<file path="src/rtl/msk_timing_pkg.sv">
// Shared types and helpers for the MSK symbol-timing recovery path (NCO, interpolator).
package msk_timing_pkg;

    localparam int unsigned NCO_W_DEF  = 24;
    localparam int unsigned MU_W_DEF   = 16;
    localparam int unsigned CTRL_W_DEF = 16;

    typedef logic [NCO_W_DEF-1:0] eta_t;
    typedef logic [MU_W_DEF-1:0]  mu_t;

    // Unsigned saturating resize: clamp value to the largest number representable in width bits.
    function automatic logic [63:0] sat_resize(input logic [63:0] value, input int unsigned width);
        logic [63:0] max_val;
        max_val = (width >= 64) ? '1 : ((64'd1 << width) - 64'd1);
        return (value > max_val) ? max_val : value;
    endfunction

endpackage

</file>
<file path="src/rtl/timing_mu_calc.sv">
// Registered conversion of the underflowed NCO residue into the fractional interval mu.
module timing_mu_calc
    import msk_timing_pkg::*;
#(
    parameter int unsigned           NCO_W      = NCO_W_DEF,
    parameter int unsigned           RECIP_W    = 16,
    parameter int unsigned           RECIP_FRAC = 12,
    parameter int unsigned           MU_W       = MU_W_DEF,
    parameter logic [RECIP_W-1:0]    NOM_RECIP  = 16'h2000
) (
    input  logic             clk,
    input  logic             reset,
    input  logic             load,
    input  logic [NCO_W-1:0] eta,
    output logic [MU_W-1:0]  mu
);

    localparam int unsigned SHIFT = NCO_W + RECIP_FRAC - MU_W;

    logic [NCO_W+RECIP_W-1:0] product;
    logic [63:0]              scaled;
    logic [MU_W-1:0]          mu_d;
    logic [MU_W-1:0]          mu_q;

    always_comb begin
        product = {{RECIP_W{1'b0}}, eta} * {{NCO_W{1'b0}}, NOM_RECIP};
        scaled  = 64'(product) >> SHIFT;
        mu_d    = MU_W'(sat_resize(scaled, MU_W));
    end

    always_ff @(posedge clk or posedge reset) begin
        if (reset) begin
            mu_q <= '0;
        end else if (load) begin
            mu_q <= mu_d;
        end
    end

    assign mu = mu_q;

endmodule

</file>
<file path="src/rtl/timing_nco.sv">
// Modulo-1 decrementing NCO driving interpolation strobes, mu and on-time flags for the Gardner TED.
module timing_nco
    import msk_timing_pkg::*;
#(
    parameter int unsigned          NCO_W      = NCO_W_DEF,
    parameter int unsigned          CTRL_W     = CTRL_W_DEF,
    parameter int unsigned          CTRL_SHIFT = 8,
    parameter logic [NCO_W-1:0]     NOM_STEP   = 24'h800000,
    parameter logic [NCO_W-1:0]     STEP_MIN   = 24'h600000,
    parameter logic [NCO_W-1:0]     STEP_MAX   = 24'hA00000,
    parameter int unsigned          RECIP_W    = 16,
    parameter int unsigned          RECIP_FRAC = 12,
    parameter logic [RECIP_W-1:0]   NOM_RECIP  = 16'h2000,
    parameter int unsigned          MU_W       = MU_W_DEF,
    parameter logic [NCO_W-1:0]     RESET_ETA  = 24'h000000
) (
    input  logic              clk,
    input  logic              reset,
    input  logic              sample_valid_i,
    input  logic              ctrl_valid_i,
    input  logic [CTRL_W-1:0] ctrl_i,
    output logic              strobe_o,
    output logic [MU_W-1:0]   mu_o,
    output logic              on_time_o,
    output logic [NCO_W-1:0]  step_o,
    output logic              step_clamped_o
);

    localparam int unsigned SUM_W = NCO_W + 2;

    logic [CTRL_W-1:0]       ctrl_q;
    logic [NCO_W-1:0]        eta_q, eta_d;
    logic                    phase_q;
    logic                    strobe_q;
    logic                    on_time_q;
    logic [NCO_W-1:0]        step_q;
    logic                    clamped_q;

    logic signed [SUM_W-1:0] ctrl_shifted;
    logic signed [SUM_W-1:0] step_sum;
    logic [NCO_W-1:0]        step_eff;
    logic                    clamp_hit;
    logic                    fire;

    // Step is derived combinationally from ctrl_q, so a control word loaded alongside a sample
    // only affects the following sample; step_o is the registered debug view of it.
    always_comb begin
        ctrl_shifted = $signed({{(SUM_W-CTRL_W){ctrl_q[CTRL_W-1]}}, ctrl_q}) <<< CTRL_SHIFT;
        step_sum     = $signed({2'b00, NOM_STEP}) + ctrl_shifted;
        step_eff     = step_sum[NCO_W-1:0];
        clamp_hit    = 1'b0;
        if (step_sum < $signed({2'b00, STEP_MIN})) begin
            step_eff  = STEP_MIN;
            clamp_hit = 1'b1;
        end else if (step_sum > $signed({2'b00, STEP_MAX})) begin
            step_eff  = STEP_MAX;
            clamp_hit = 1'b1;
        end
    end

    // Wraparound subtraction covers both the plain and underflow cases modulo 2^NCO_W.
    always_comb begin
        fire  = sample_valid_i && (eta_q < step_eff);
        eta_d = eta_q;
        if (sample_valid_i) begin
            eta_d = eta_q - step_eff;
        end
    end

    always_ff @(posedge clk or posedge reset) begin
        if (reset) begin
            ctrl_q    <= '0;
            eta_q     <= RESET_ETA;
            phase_q   <= 1'b0;
            strobe_q  <= 1'b0;
            on_time_q <= 1'b0;
            step_q    <= NOM_STEP;
            clamped_q <= 1'b0;
        end else begin
            if (ctrl_valid_i) begin
                ctrl_q <= ctrl_i;
            end
            eta_q     <= eta_d;
            strobe_q  <= fire;
            on_time_q <= fire & phase_q;
            if (fire) begin
                phase_q <= ~phase_q;
            end
            step_q    <= step_eff;
            clamped_q <= clamp_hit;
        end
    end

    timing_mu_calc #(
        .NCO_W      (NCO_W),
        .RECIP_W    (RECIP_W),
        .RECIP_FRAC (RECIP_FRAC),
        .MU_W       (MU_W),
        .NOM_RECIP  (NOM_RECIP)
    ) u_mu_calc (
        .clk   (clk),
        .reset (reset),
        .load  (fire),
        .eta   (eta_q),
        .mu    (mu_o)
    );

    assign strobe_o       = strobe_q;
    assign on_time_o      = on_time_q;
    assign step_o         = step_q;
    assign step_clamped_o = clamped_q;

endmodule
</file>
<file path="config.mk">
export PLATFORM = sky130hd
export DESIGN_NAME = timing_nco
export DESIGN_NICKNAME = d
export VERILOG_FILES = /design/src/rtl/msk_timing_pkg.sv /design/src/rtl/timing_mu_calc.sv /design/src/rtl/timing_nco.sv
export SDC_FILE = /design/constraint.sdc
export NUM_CORES = 1
export LEC_CHECK = 0
export BUFFER_PORTS_ARGS = -buffer_cell sky130_fd_sc_hd__buf_4
export CORE_ASPECT_RATIO = 0.6
export CORE_MARGIN = 1
export CORE_UTILIZATION = 35
export CTS_BUF_LIST = sky130_fd_sc_hd__clkbuf_8 sky130_fd_sc_hd__clkbuf_16
export DETAILED_ROUTE_END_ITERATION = 10
export GPL_TIMING_DRIVEN = 0
export SYNTH_ARGS = -nofsm -noshare
export SYNTH_HDL_FRONTEND = slang
export SYNTH_SLANG_ARGS = --single-unit
</file>
<file path="constraint.sdc">
create_clock -name clk -period 6.8 [get_ports clk]
set_input_delay 0 -clock clk [delete_from_list [all_inputs] [get_ports clk]]
set_output_delay 0 -clock clk [all_outputs]
set_load 0.02 [all_outputs]
</file>
Yosys cells after proc, flatten, opt, wreduce, memory -nomap -nowiden
Index checks and enable logic that the tools add are counted.
- bitwise operators: 2
- reductions and logical operators: 1
- muxes and demuxes: 5
- $add $sub $neg: 2
- order comparisons: 4
- operators with widths (kind ; count):
    two-way mux 24 bit ; 2
    adder 25 x 24 -> 26 bit (first input constant) ; 1
    greater-than comparator 26 x 25 -> 1 bit (second input constant) ; 1
    less-than comparator 26 x 24 -> 1 bit (second input constant) ; 1
    less-than comparator 24 bit ; 1
    subtractor 24 bit ; 1
    greater-than comparator 17 x 16 -> 1 bit (second input constant) ; 1
    two-way mux 16 bit ; 1
    two-way mux 1 bit ; 2
    AND 1 bit ; 1
    logical AND 1 bit ; 1
    NOT 1 bit ; 1
- output and inout bits: 43
- bits in registers: 84
- logic and storage cells: 22

Logic depth before layout (Yosys ltp)
Gate-level depths: netlist of the first run.
- depth after elaboration: 7
- gate-level depth with buffers: 13
- depth with buffers taken out: 11

By module
Synthesis of the first run repeated with hierarchy kept, for this count alone.
- cell total of the unflattened synthesis: 291
- area total of the unflattened synthesis: 3305.7 µm²
- by module, submodules not included (module ; seq. area each (µm²) ; times used ; area an instance (µm²) ; cells each):
    timing_nco ; 1302.5 ; 1 ; 2708.8 ; 253
    timing_mu_calc ; 400.4 ; 1 ; 596.8 ; 38

Worst setup path after synthesis of the first run
Ideal clock, no wire load.
- kind: register -> register
- start point: register ctrl_q[15]
- end point: register u_mu_calc.mu_q[0], in the netlist u_mu_calc.mu[0]
- stages on the path, launching flop included: 13
- setup slack: 4.046 ns
- buffers on the path: 1
- data arrival time: 2.629 ns
- cell sequence: dfrtp_1 -> nor3_1 -> inv_1 -> nand3_1 -> and2_1 -> ha_1 -> fa_1 -> nand2b_1 -> a21oi_2 -> o21ai_2 -> o21a_1 -> buf_6 -> mux2_4
- longest elaborated chain between the ends: 6
- RTL lines (what ; line ; text):
    start: declaration ; timing_nco.sv:31 ; logic [CTRL_W-1:0] ctrl_q;
    start signal: assignment ; timing_nco.sv:81 ; ctrl_q <= ctrl_i;
    adder 25 x 24 -> 26 bit * ; timing_nco.sv:49 ; step_sum = $signed({2'b00, NOM_STEP}) + ctrl_shifted;
    greater-than comparator 26 x 25 -> 1 bit ; timing_nco.sv:55 ; end else if (step_sum > $signed({2'b00, STEP_MAX})) begin
    two-way mux 24 bit ; timing_nco.sv:55 ;
    two-way mux 24 bit * ; timing_nco.sv:52 ; if (step_sum < $signed({2'b00, STEP_MIN})) begin
    net step_eff[21] ; timing_nco.sv:41 ; logic [NCO_W-1:0] step_eff;
    less-than comparator 24 bit * ; timing_nco.sv:63 ; fire = sample_valid_i && (eta_q < step_eff);
    logical AND 1 bit * ; timing_nco.sv:63 ;
    end signal: assignment ; timing_mu_calc.sv:35 ; mu_q <= mu_d;
    end: declaration ; timing_mu_calc.sv:23 ; logic [MU_W-1:0] mu_q;
Mark *: on every way through the listed nets, which the timed path passes. The rest lies on a longest branch.
A chain may end at the register's enable or synchronous reset.

Worst setup path after layout of the first run
Ends and elaborated chain as after synthesis.

==> qor_table.md, run 1 <==
| Group | Parameter | This run |
|---|---|---|
| outcome | Run status | finished clean |
| grt | Overall fraction of global-route tracks in use | 16.78% |
| power | Comb pwr share | 46.8% |
| cts | Number of buffers inserted by post-CTS setup repair | 0 |
| timing | Highest attainable clock frequency | 291.6 MHz |
| place | DP Wirelength | 5718 µm |
| floorplanning | Floorplan die area | 10410 µm² |
| cells and area | Cell area after layout | 4579 µm² |
| place | Instance area at placement | 4086 µm² |
| floorplanning | Overall die height | 79.43 µm |
| yosys | Cell area after technology mapping | 3497 µm² |
| detailed routing | Total vias in the final route | 2706 |
| floorplanning | Count of boundary I/O pins | 63 |
| place | Routability congestion estimate from global placement | 0.8628 |
| timing | Worst slew margin relative to its limit | 42.90% |
| cts | Total of cells resized after clock tree synthesis | 0 |
| detailed routing | Via density | 4.789 |
| power | Switching power | 0.7988 mW |
| cts | Sinks on Clock Net | 68 |
| timing | Total setup violations reported at the end of the flow | 0 |
| critical path | Worst Path Class, Setup | reg2reg |
| grt | Overflow left after global routing | 0 |
| floorplanning | Std-Cell Rows | 27 |
| detailed routing | Routed Wire Length | 7961 µm |
| cells and area | Proportion of layout cells with a drive suffix above 1 | 26.21% |
| detailed routing | Wire length per cell after detailed routing | 14.09 µm |
| timing | Min Tclk post-route | 3.429 ns |
| critical path | Setup crit end kind | flop |
| yosys | Sequential fraction of the synthesis area | 48.69% |
| critical path | CP Launch Type | flop |
| yosys | Area share of the largest cell type after synthesis | 47.94% |
| yosys | Most common cell in the synthesized netlist | sky130_fd_sc_hd__dfrtp_1 |
| cts | Clock slew at reported path FFs | 0.05 ns |
| cts | Max Buffers Root-to-Sink | 2 |
| grt | Wire length of the first global-routing pass | 13060 µm |
| place | Pre-CTS worst setup slack | 3.447 ns |
| hold path | Worst min-delay path category | in2reg |
| power | Net switching fraction of the power | 38.62% |
| power | Power Density | 451.6 nW/µm² |
| grt | Largest net degree at the start of global routing | 69 |
| yosys | Leading cell types by total area after synthesis | sky130_fd_sc_hd__dfrtp_1 (48%), sky130_fd_sc_hd__mux2_2 (7.1%), sky130_fd_sc_hd__ha_1 (5.7%) |
| yosys | Share of flip-flops with an asynchronous set or reset after synthesis | 100.0% |
| cts | Clock root buffer | sky130_fd_sc_hd__clkbuf_16 |
| cells and area | Final layout net count | 467 |
| floorplanning | Initial standard-cell utilization of the core | 37.10% |
| detailed routing | Count of antenna-violating nets left after detailed routing | 0 |
| yosys | Synth Flop Type | sky130_fd_sc_hd__dfrtp_1 |
| yosys | Count of mapped cells out of synthesis | 342 |
| timing | Worst setup margin | 3.371 ns |
| timing | Final Max Slew Viols | 0 |
| detailed routing | TritonRoute pass-1 iters | 5 |
| yosys | Leading post-synthesis cells by instance count | sky130_fd_sc_hd__dfrtp_1 (67), sky130_fd_sc_hd__inv_1 (39), sky130_fd_sc_hd__nand2_1 (36), sky130_fd_sc_hd__nor2_1 (32), sky130_fd_sc_hd__mux2_2 (22) |
| yosys | Number of enable flip-flop cells after synthesis | 0 |
| cells and area | Area growth, synth to finish | 30.95% |
| cts | Total CTS buffers | 9 |
| detailed routing | Violation count after the first detailed-route iteration | 117 |
| yosys | Number of warnings printed during yosys synthesis | 0 |
| cts | Htree depth | 3 |
| timing | Setup skew after layout | 0.006257 ns |
| grt | Antenna violations before repair | 0 |
| power | Internal power summed over all cells | 1.269 mW |
| timing | Setup TNS | 0 ns |
| critical path | Arrival time of the worst setup path | 3.64 ns |
| timing | Final Hold Viols | 0 |
| cts | TritonCTS clock tree | done |
| detailed routing | Remaining routing DRC violations | 0 |
| yosys | Register bit count reported by yosys | 68 |
| power | Highest ir drop seen on vdd | 0.1811 mV |
| yosys | Mean Syn Cell Area | 10.23 µm² |
| timing | Unrepaired setup endpoints after global routing | false |
| floorplanning | Die X | 131.0 µm |
| critical path | Endpoint required time on the critical path | 7.01 ns |
| flow run | Max_cap viols | 0 |
| cells and area | Final core utilization | 48.59% |
| floorplanning | Area of the core | 9425 µm² |
| critical path | Largest fanout on the critical path | 10 |
| cells and area | Antenna diode instance count | 0 |
| yosys | Unique masters post-synth | 49 |
| timing | Worst-Margin Slew | 0.8565 ns |
| power | Clock Power Share | 23.9% |
| place | Number of buffers added on ports | 53 |
| timing | Period utilisation layout | 50.43% |
| power | Part of the power in registers | 29.3% |
| power | Leakage power of the design | 2.262 nW |
| yosys | Post-synthesis cell type with the largest combined area | sky130_fd_sc_hd__dfrtp_1 |
| grt | Vias in the first global route | 2652 |
| cts | Source-to-sink clock delay at the later pin of the worst-skew pair | 0.33 ns |
-- stage by stage --
step | std cells | power, mW | hold slack [ns]
after floorplan | 349 | 1.311 | 0.1210
after global placement | 532 | 1.556 | 0.2182
after detailed placement | 532 | 1.567 | 0.2213
after CTS | 565 | 2.079 | 0.1642
after global routing | 565 | 2.219 | 0.1959
final | 565 | 2.068 | 0.1775
-- registers in the layout, indices dropped and copies added, names as in the netlist --
| name | flops |
|---|---|
| on_time_o | 1 |
| step_clamped_o | 1 |
| ctrl_q | 16 |
| u_mu_calc.mu | 16 |
| strobe_o | 1 |
| eta_q | 16 |
| step_o | 16 |
| phase_q | 1 |
-- area by class of cell --
type / count / area, µm²
multi-input cells: 222 / 1543
inverters: 40 / 152.6
repair buffers: 70 / 568.0
fillers: 868 / 4846
flip-flops and latches: 68 / 1703
clock inverters: 3 / 42.54
clock buffers: 13 / 280.3
plain buffers: 19 / 127.6
well taps: 130 / 162.7
-- path summary, 6_finish.rpt --
kind | to | start | slack (ns) | cells after the start
worst max-delay path | u_mu_calc.mu[0] | ctrl_q[15] | 3.37 | 12
worst min-delay path | ctrl_q[2] | ctrl_valid_i | 0.18 | 2
worst max register to register | u_mu_calc.mu[0] | ctrl_q[15] | 3.37 | 12
worst min register to register | phase_q | phase_q | 0.46 | 1
max in group asynchronous | u_mu_calc.mu[10] | reset | 5.83 | 3
min in group asynchronous | u_mu_calc.mu[0] | reset | 0.37 | 3
-- layer usage --
layer	share of wire, %	up-vias	track usage (%)	routed length (µm)
li1	-	1324	-	-
met1	50	1289	23.94	3995
met2	41	85	23.86	3274
met3	8.0	8	4.893	636
met4	0.69	0	6.092	55
met5	0	-	0	0
-- power by group through the flow --
stage               Clock [mW]  Combinational, mW  Sequential (mW)
floorplan                    0              0.648            0.663
global route             0.518               1.08            0.621
global placement             0              0.944            0.612
finish                   0.494              0.968            0.605
CTS                      0.504              0.967            0.608
detailed placement           0              0.954            0.613
-- worst max-delay path: stages (launching register included) --
cell and delay (ns):
sky130_fd_sc_hd__dfrtp_1 0.50, sky130_fd_sc_hd__nor3_1 0.13, sky130_fd_sc_hd__inv_1 0.11, sky130_fd_sc_hd__nand3_1 0.34, sky130_fd_sc_hd__and2_1 0.33, sky130_fd_sc_hd__ha_1 0.21, sky130_fd_sc_hd__fa_1 0.41, sky130_fd_sc_hd__nand2b_1 0.20
sky130_fd_sc_hd__a21oi_2 0.22, sky130_fd_sc_hd__o21ai_2 0.17, sky130_fd_sc_hd__o21a_1 0.22, sky130_fd_sc_hd__buf_6 0.16, sky130_fd_sc_hd__mux2_4 0.30
-- layout by cell type (no fill, tap or decap), types with 6 or more instances in the layout --
master and n:
sky130_fd_sc_hd__dfrtp_1 67, sky130_fd_sc_hd__buf_4 61, sky130_fd_sc_hd__inv_1 38, sky130_fd_sc_hd__nand2_1 36
sky130_fd_sc_hd__nor2_1 32, sky130_fd_sc_hd__mux2_2 22, sky130_fd_sc_hd__dlygate4sd3_1 17, sky130_fd_sc_hd__ha_1 16
sky130_fd_sc_hd__a21oi_1 15, sky130_fd_sc_hd__mux2i_1 15, sky130_fd_sc_hd__clkbuf_16 9, sky130_fd_sc_hd__conb_1 8
sky130_fd_sc_hd__nand3_1 7, sky130_fd_sc_hd__xnor2_1 7, sky130_fd_sc_hd__o21ai_0 6
-- repair_timing --
action                                 in CTS  in global routing
endpoints found under the hold margin      83                  0
hold buffers                               17                  0
setup endpoints to repair                   0                  0
-- kinds of logic after synthesis --
family	Yosys count	share of synthesized area (%)
adders and majority gates	17	6.297
xor gates and xnor gates	8	2.004
buffers and inverters	59	7.943
AOI/OAI and AO/OA	51	10.34
muxes	38	11.81
DFF	68	48.69
and+or+nand+nor	100	12.81
other	1	0.1072
Power figures use the tool's default switching activity.
==> inputs of run 2 (changes only) <==
==> constraint.sdc (replaced) <==
create_clock -name clk -period 3.1 [get_ports clk]
set_input_delay 0 -clock clk [delete_from_list [all_inputs] [get_ports clk]]
set_output_delay 0 -clock clk [all_outputs]
set_load 0.02 [all_outputs]
==> run 2 against run 1 <==
  * Clock-buffer cell count unchanged
  * Sequential cell count did not move
  * Clock power is 120% higher
  * Die area stayed put
  * Clock skew shrank 0.0024 ns
  * Setup slack worse by 3.2 ns
  * Combinational power increased by 130%
  * Largest cell class unchanged
  * Highest routed layer unchanged
==> qor_table.md, run 2 (same netlist as run 1, synthesis figures left out) <==
| Group | Parameter | This run | Delta |
|---|---|---|---|
| outcome | Run status | finished clean |  |
| power | Highest ir drop seen on vdd | 0.4099 mV | +130% |
| place | Routability congestion estimate from global placement | 0.8628 | unchanged |
| hold path | Worst min-delay path category | in2reg |  |
| critical path | Largest fanout on the critical path | 10 | unchanged |
| place | DP Wirelength | 5718 µm | unchanged |
| grt | Overflow left after global routing | 0 | unchanged |
| cts | Sinks on Clock Net | 68 | unchanged |
| cells and area | Proportion of layout cells with a drive suffix above 1 | 29.16% | +3.0 points |
| cts | Source-to-sink clock delay at the later pin of the worst-skew pair | 0.34 ns | about the same |
| cells and area | Final core utilization | 49.82% | +1.2 points |
| floorplanning | Initial standard-cell utilization of the core | 37.10% | unchanged |
| cells and area | Most frequent standard cell in the layout excluding fill and tap cells | sky130_fd_sc_hd__dfrtp_1 |  |
| cells and area | Commonest cells after routing, fill and taps aside | sky130_fd_sc_hd__dfrtp_1 (66), sky130_fd_sc_hd__buf_4 (65), sky130_fd_sc_hd__inv_1 (38) |  |
| floorplanning | Overall die height | 79.43 µm | unchanged |
| floorplanning | Die X | 131.0 µm | unchanged |
| grt | Largest net degree at the start of global routing | 69 | unchanged |
| timing | Worst-Margin Slew | 0.8496 ns | -0.006854 ns |
| detailed routing | Remaining routing DRC violations | 0 | unchanged |
| grt | Antenna violations before repair | 0 | unchanged |
| cts | Clock root buffer | sky130_fd_sc_hd__clkbuf_16 |  |
| grt | Overall fraction of global-route tracks in use | 16.91% | +0.13 points |
| grt | Wire length of the first global-routing pass | 13150 µm | +0.69% |
| floorplanning | Std-Cell Rows | 27 | unchanged |
| detailed routing | Wire length per cell after detailed routing | 14.07 µm | -0.18% |
| timing | Tightest hold margin | 0.1744 ns | -0.003195 ns |
| detailed routing | Violation count after the first detailed-route iteration | 109 | -6.8% |
| cells and area | Final layout net count | 471 | +0.86% |
| timing | Final Max Slew Viols | 0 | unchanged |
| critical path | CP Launch Type | flop |  |
| floorplanning | Floorplan die area | 10410 µm² | unchanged |
| detailed routing | Routed Wire Length | 8003 µm | +0.53% |
| timing | Final Hold Viols | 0 | unchanged |
| cells and area | Antenna diode instance count | 0 | unchanged |
| cts | Max Buffers Root-to-Sink | 2 | unchanged |
| cts | Total CTS buffers | 9 | unchanged |
| flow run | Max_cap viols | 0 | unchanged |
| grt | Vias in the first global route | 2660 | +0.30% |
| power | Power Density | 993.5 nW/µm² | +120% |
| critical path | Arrival time of the worst setup path | 3.15 ns | -0.49 ns |
| timing | Total setup violations reported at the end of the flow | 0 | unchanged |
| critical path | Setup crit end kind | flop |  |
| detailed routing | Via density | 4.787 | about the same |
| floorplanning | Area of the core | 9425 µm² | unchanged |
| detailed routing | Total vias in the final route | 2724 | +0.67% |
| cts | Clock slew at reported path FFs | 0.06 ns | about the same |
| critical path | Endpoint required time on the critical path | 3.32 ns | -3.69 ns |
| cts | TritonCTS clock tree | done |  |
| detailed routing | Count of antenna-violating nets left after detailed routing | 0 | unchanged |
| floorplanning | Count of boundary I/O pins | 63 | unchanged |
| detailed routing | TritonRoute pass-1 iters | 4 | -1 |
| place | Number of buffers added on ports | 53 | unchanged |
| timing | Min Tclk post-route | 2.934 ns | -0.4952 ns |
| cts | Htree depth | 3 | unchanged |
| critical path | Worst Path Class, Setup | reg2reg |  |
| timing | Highest attainable clock frequency | 340.8 MHz | +17% |
| timing | Period utilisation layout | 94.64% | +44 points |
| timing | Setup skew after layout | 0.003812 ns | -0.002444 ns |
| timing | Worst slew margin relative to its limit | 43.36% | +0.46 points |
| cells and area | Area growth, synth to finish | 34.28% |  |
| cells and area | Fill count | 852 | -1.8% |
| power | Leakage power of the design | 2.297 nW | +1.5% |
==> run 2: where the power goes <==
| part | switching (mW) | total (mW) | internal [mW] |
|---|---|---|---|
| sequential | 0.177 | 1.33 | 1.15 |
| clock | 0.378 | 1.09 | 0.709 |
| combinational | 1.25 | 2.25 | 1.00 |
==> run 2: layout make-up <==
type / instances / area [µm²] / area share [%]
Sequential cell: 68 / 1704 / 36.29
Multi-Input combinational cell: 222 / 1624 / 34.59
Timing Repair Buffer: 74 / 598.1 / 12.74
Clock buffer: 13 / 280.3 / 5.969
Tap cell: 130 / 162.7 / 3.464
Inverter: 40 / 152.6 / 3.251
Buffer: 19 / 131.4 / 2.798
Clock inverter: 3 / 42.54 / 0.9059
==> run 2: critical path, stage by stage (launching register included) <==
cell,delay (ns)
sky130_fd_sc_hd__dfrtp_2,0.46
sky130_fd_sc_hd__nor3_2,0.08
sky130_fd_sc_hd__inv_1,0.14
sky130_fd_sc_hd__nand3_4,0.16
sky130_fd_sc_hd__and2_1,0.22
sky130_fd_sc_hd__ha_1,0.21
sky130_fd_sc_hd__fa_1,0.41
sky130_fd_sc_hd__nand2b_4,0.18
sky130_fd_sc_hd__a21oi_4,0.19
sky130_fd_sc_hd__o21ai_4,0.09
sky130_fd_sc_hd__o21a_1,0.21
sky130_fd_sc_hd__buf_8,0.16
sky130_fd_sc_hd__mux2_4,0.30
==> run 2: stage by stage <==
stage | cell area (µm²) | setup TNS [ns] | power [mW] | cells | worst slack [ns]
CTS | 4629 | 0 | 4.596 | 565 | 0.02486
floorplan | 3523 | 0 | 2.875 | 349 | 0.3462
global placement | 4084 | -3.222 | 3.414 | 532 | -0.2516
finish | 4696 | 0 | 4.665 | 569 | 0.1661
global route | 4696 | -0.02931 | 5.005 | 569 | -0.01507
detailed placement | 4086 | -3.452 | 3.438 | 532 | -0.2526
==> run 2: metal layers <==
metal | wire (µm) | track usage (%)
met1 | 3985 | 23.94
met2 | 3325 | 24.34
met3 | 540 | 4.893
met4 | 152 | 6.092
met5 | 0 | 0
==> run 2: path summary, 6_finish.rpt <==
path                              endpoint  slack [ns]    startpoint  depth (start not counted)
max reg2reg                u_mu_calc.mu[0]        0.17    ctrl_q[15]                         12
min in group asynchronous  u_mu_calc.mu[0]        0.37         reset                          3
min reg2reg                        phase_q        0.46       phase_q                          1
max in group asynchronous       ctrl_q[15]        2.12         reset                          3
max                        u_mu_calc.mu[0]        0.17    ctrl_q[15]                         12
min                              ctrl_q[2]        0.17  ctrl_valid_i                          2
==> run 2: repair_timing <==
item	4_1_cts	5_1_grt
endpoints found under the hold margin	83	0
resized for setup	8	8
hold buffers	17	0
setup endpoints to repair	24	21
pin swaps	0	4
buffers inserted	0	4
